**config.mk**
```make
export PLATFORM = sky130hd
export DESIGN_NAME = sel_rom
export DESIGN_NICKNAME = d
export VERILOG_FILES = /design/src/rtl/sel_rom_pkg.sv /design/src/rtl/sel_rom_lut.sv /design/src/rtl/sel_rom.sv
export SDC_FILE = /design/constraint.sdc
export NUM_CORES = 1
export LEC_CHECK = 0
export ABC_AREA = 1
export BUFFER_PORTS_ARGS = -buffer_cell sky130_fd_sc_hd__buf_2
export CORE_AREA = 2 2 39 41
export CTS_CLUSTER_SIZE = 20
export DETAILED_ROUTE_END_ITERATION = 10
export DIE_AREA = 0 0 41 43
export HOLD_SLACK_MARGIN = 0.08
export PLACE_DENSITY = 0.61
export SYNTH_ARGS = -nofsm -noshare
export SYNTH_HDL_FRONTEND = slang
export SYNTH_SLANG_ARGS = --single-unit
export TNS_END_PERCENT = 1
```
**constraint.sdc**
```tcl
create_clock -name clk -period 0.8 [get_ports clk]
set_clock_uncertainty 0.05 [all_clocks]
set_input_delay 0.08 -clock clk [delete_from_list [all_inputs] [get_ports clk]]
set_output_delay 0.08 -clock clk [all_outputs]
set_load 0.05 [all_outputs]
```
**src/rtl/sel_rom_pkg.sv**
```systemverilog
// sel_rom_pkg: shared widths, table contents and lookup helper for the
// fixed four-word coefficient/pattern ROM.
package sel_rom_pkg;

    localparam int DATA_W = 8;
    localparam int ADDR_W = 2;
    localparam int DEPTH  = 2 ** ADDR_W;

    localparam logic [DATA_W-1:0] ROM_WORD0 = 8'hA5;
    localparam logic [DATA_W-1:0] ROM_WORD1 = 8'h3C;
    localparam logic [DATA_W-1:0] ROM_WORD2 = 8'h0F;
    localparam logic [DATA_W-1:0] ROM_WORD3 = 8'hF0;

    // Every index of the ADDR_W-bit space is covered, so the table never
    // sees an out-of-range entry; the default only catches X/Z indices.
    function automatic logic [DATA_W-1:0] rom_lookup(input logic [ADDR_W-1:0] index);
        logic [DATA_W-1:0] word;
        case (index)
            2'd0:    word = ROM_WORD0;
            2'd1:    word = ROM_WORD1;
            2'd2:    word = ROM_WORD2;
            2'd3:    word = ROM_WORD3;
            default: word = '0;
        endcase
        return word;
    endfunction

endpackage

```
**src/rtl/sel_rom_lut.sv**
```systemverilog
// sel_rom_lut: purely combinational address -> word table, reusable
// without the output register of sel_rom.
module sel_rom_lut #(
    parameter int DATA_W = sel_rom_pkg::DATA_W,
    parameter int ADDR_W = sel_rom_pkg::ADDR_W
) (
    input  logic [ADDR_W-1:0] address,
    output logic [DATA_W-1:0] word
);

    import sel_rom_pkg::*;

    // Table lookup; the address is fitted to the table's index width so a
    // wider source keeps only its low bits.
    always_comb begin
        word = DATA_W'(rom_lookup(sel_rom_pkg::ADDR_W'(address)));
    end

endmodule

```
**src/rtl/sel_rom.sv**
```systemverilog
// sel_rom: fixed four-word lookup table with select gating and a
// registered output (one cycle latency) plus a matching valid flag.
module sel_rom #(
    parameter int DATA_W = sel_rom_pkg::DATA_W,
    parameter int ADDR_W = sel_rom_pkg::ADDR_W
) (
    input  logic              clk,
    input  logic              rst,
    input  logic [ADDR_W-1:0] address,
    input  logic              sel,
    output logic [DATA_W-1:0] data,
    output logic              data_valid
);

    logic [DATA_W-1:0] word;
    logic [DATA_W-1:0] next_data;

    sel_rom_lut #(
        .DATA_W (DATA_W),
        .ADDR_W (ADDR_W)
    ) u_lut (
        .address (address),
        .word    (word)
    );

    // Deselected reads produce zero, which also keeps an undriven address
    // from reaching the output while sel is low.
    always_comb begin
        next_data = '0;
        if (sel) begin
            next_data = word;
        end
    end

    // Output registers; reset clears them asynchronously and drops any
    // read that was in flight.
    always_ff @(posedge clk or posedge rst) begin
        if (rst) begin
            data       <= '0;
            data_valid <= 1'b0;
        end else begin
            data       <= next_data;
            data_valid <= sel;
        end
    end

endmodule

```
# Yosys cells after proc, flatten, opt, wreduce, memory -nomap -nowiden
# Cells that the tools add are included.
# W data, S select, Z words.
word_totals:
  mem_bits_rw: 0
  n_memories: 0
  latchBits: 0
  mem_bits_ro: 0
  ff_bits: 9
  input_bits: 5
op_classes:
  n_shift: 0
  n_eq_ne: 3
  n_div: 0
  n_lt_le_gt_ge: 0
  mux: 2
  n_mul: 0
  addsub: 0
  reduce_logical: 1
  bitwise_logic: 0
ops:
  columns: ["operator", "n"]
  rows:
  - ["$pmux W8 S4", 1]
  - ["$mux W8", 1]
  - ["$eq A2 B2 Y1 const B", 2]
  - ["$eq A2 B1 Y1 const B", 1]
  - ["$logic_not A2 Y1", 1]

# Depth between registers and ports, before layout
logic_depth:
  ltp_word: 3
  depth_mapped: 5

# By module
# A second synthesis with hierarchy kept.
unflattened:
  hier_cells: 41
  hier_area_um2: 401.6
modules_own_cells:
  columns: ["mod", "n_inst", "area_per_inst_um2", "cells_each", "seq_area_each_um2"]
  rows:
  - ["sel_rom", 1, 294.0, 27, 225.2]
  - ["sel_rom_lut", 1, 107.6, 14, 0.0]

# Worst setup path before layout
# No wires, ideal clock.
synth_timing:
  path_type: "register to output"
  from: "reg data[0]"
  to: "out data[0]"
  required_time_ps: 670
  path_stages_with_launch: 1
  path_slack_ps: 84
  arrival_time_ps: 586
  cell_sequence: "dfrtp_1"
synth_rtl:
  columns: ["element", "line_no", "rtl"]
  rows:
  - ["from (decl)", "sel_rom.sv:11", "output logic [DATA_W-1:0] data,"]
  - ["from (signal assigned)", "sel_rom.sv:42", "data <= next_data;"]
# No word-level cell between the ends.

# Final worst setup path
layout_timing:
  from: "reg data[3]"
  to: "out data[3]"
# No word-level cell between the ends.

==> metrics.md <==
| Metric | Value |
|---|---|
| Status | finished, violations left |
| Violated checks | negative setup slack |
| Hold depth | 4 |
| Crit path cell chain | buf_6 |
| Crit-path max FO | 1 |
| Kind of critical path | reg -> out |
| DIE AREA | 1763 sq um |
| Worst path required time | 670 ps |
| Sequential area share after synthesis | 0.6061 |
| Worst vdd ir | 0.5747 mV |
| Pwr dens | 1790 nW/um^2 |
| Synth unique cells | 5 |
| Worst setup margin | -113.6 ps |
| Ys Warns | 0 |
| Vias in the first global route | 244 |
| Synth top area share | 0.6061 |
| Nets | 70 |
| Die Width | 41 microns |
| FF+latch count, synth | 9 |
| Switching power | 0.3066 mW |
| Max Freq | 1.095 GHz |
| Final Cycle Share | 1.142 |
| First-pass GRT wire length | 924 microns |
| Leakage power | 0.3633 nW |
| Buf/Inv on CP | 1 |
| Die height | 43 microns |
| Syn nets | 45 |
| Slowest cell on crit path | dfrtp_1 |
| DRC Markers | 0 |
| Int Pwr | 0.7708 mW |
| Area contributors post-synth | dfrtp_1 61%, ha_1 20%, inv_1 8.1% |
| Drt pass-1 iters | 2 |
| DRT antenna net count | 0 |
| DP HPWL | 472.4 microns |
| Worst-Margin Slew | 316.8 ps |
| TritonCTS Buffers | 3 |
| Cell area after synthesis | 371.6 sq um |
| # H-tree levels | 1 |
| Final design utilization | 0.4349 |
| Setup crit end kind | primary output |
| TritonCTS clock tree | yes |
| CP arrival | 780 ps |
| Slew Viols, Final | 0 |
| Initial Utilization | 0.2685 |
| Pin count of the biggest net entering global routing | 10 |
| Final non-filler cell total | 74 |
| Hold_sp | address[0] |
| Root Buffer | clkbuf_4 |
| Clock-pin slew on the worst setup and hold paths | 60 ps |
| Setup crit start kind | flop |
| Initial antenna violation count | 0 |
| Sequential share of power | 0.460 |
| Final WL | 636 microns |
| Grt total ovfl | 0 |
| Syn_area_per_cell | 10.93 sq um |
| Crit path max-delay family | flip-flops |
| Hold endpoint | data[6] |
| Clock sinks | 9 |
| DR vias/cell | 3.730 |
| Tot GR Track Use | 0.08629 |
| # rows | 14 |
| Drt wl/cell | 8.595 microns |
| Hold Crit Class | in -> reg |
| Boundary Pins | 14 |
| RSZ-0062 raised after global routing | true |
| Max incr delay on CP | 380 ps |
| Worst path depth | 1 |
| Normalized max-slew margin | 0.7886 |
| Clk buf depth | 2 |
| Final Hold Fails | 0 |
| Ratio of cells with drive above 1 in the final layout | 0.3448 |
| Vias | 276 |
| Synth area leader | dfrtp_1 |
| Synthesis-to-finish area growth | 61.95% |
| Gate Count Post-Synth | 34 |
| Post-CTS setup buffers | 0 |
| Core area | 1384 sq um |
| I/O Buffers | 13 |
| Sw Share | 0.2846 |
| Diodes inserted | 0 |
| Clock network fraction of total power | 0.306 |
| Fin crit period | 913.6 ps |
| Placed Cells | 67 |
| Initial DRC count | 2 |
| Power share of the combinational group | 0.235 |
| Maxcap violations | 0 |
| Setup Viol. Count Final | 9 |
| RePlAce Congestion | 0.6887 |
## how the worst max path moves through the flow
stage / end / slack, ps / from
floorplan: data[0] / 80 / data[0]
global placement: data[3] / -20 / address[0]
detailed placement: data[3] / -40 / address[0]
CTS: data_valid / -130 / data_valid
global route: data_valid / -150 / data_valid
finish: data[3] / -110 / data[3]
## state kept, by name, indices dropped and copies added (netlist names)
register	cells
data	8
data_valid	1
## layout make-up
cell class	count	area (sq um)
Fill cell	143	782.0
Sequential cell	9	225.2
Timing Repair Buffer	20	183.9
Multi-Input combinational cell	17	116.4
Inverter	8	30.03
Clock buffer	4	26.28
Tap cell	16	20.02
## cells by family after synthesis
group         after synthesis  share of synthesized area
fa+ha+maj                   6                     0.2020
flops                       9                     0.6061
buf+inv                     8                    0.08081
simple gates               11                     0.1111
## stage by stage
step | setup WS (ps) | area, sq um | TNS (ps) | total power, mW | hold slack, ps
finish | -113.6 | 601.8 | -938.8 | 1.077 | 193.9
global route | -152.7 | 601.8 | -1235 | 1.141 | 201.5
CTS | -126.3 | 599.3 | -1317 | 1.092 | 190.4
detailed placement | -39.64 | 486.7 | -43.07 | 0.7062 | -8.309
global placement | -22.41 | 486.7 | -29.20 | 0.7031 | -6.118
floorplan | 84.05 | 371.6 | 0 | 0.6360 | -142.1
## cells in the mapped netlist (all sizes together)
master / number
dfrtp: 9
inv: 8
nor2: 5
ha: 6
nand2: 6
## power groups by stage
stage               logic (mW)  registers [mW]  clock network, mW
CTS                      0.254           0.495              0.342
floorplan               0.0411           0.595                  0
global placement         0.208           0.495                  0
finish                   0.253           0.495              0.329
global route             0.272           0.497              0.372
detailed placement       0.210           0.496                  0
## cell usage in the layout (no fill, tap or decap)
cell,synthesis,layout
buf_2,0,4
buf_4,0,4
buf_6,0,9
clkbuf_1,0,1
clkbuf_4,0,3
dfrtp_1,9,9
dlygate4sd3_1,0,2
dlymetal6s4s_1,0,1
ha_1,6,6
inv_1,8,8
nand2_1,6,6
nor2_1,5,5
## per-layer routing
| layer | vias to the layer above | routed length, microns | track usage |
|---|---|---|---|
| met1 | 118 | 256 | 0.08333 |
| met5 | - | 0 | 0 |
| li1 | 143 | - | - |
| met4 | 0 | 9 | 0.1000 |
| met2 | 13 | 301 | 0.1219 |
| met3 | 2 | 68 | 0.03141 |
## what timing repair did
| action | in CTS | in global routing |
|---|---|---|
| resized for setup | 18 | 1 |
| hold buffers | 3 | 0 |
| setup endpoints to repair | 9 | 14 |
| hold endpoints to repair | 15 | 0 |
(Power assumes the default switching activity.)
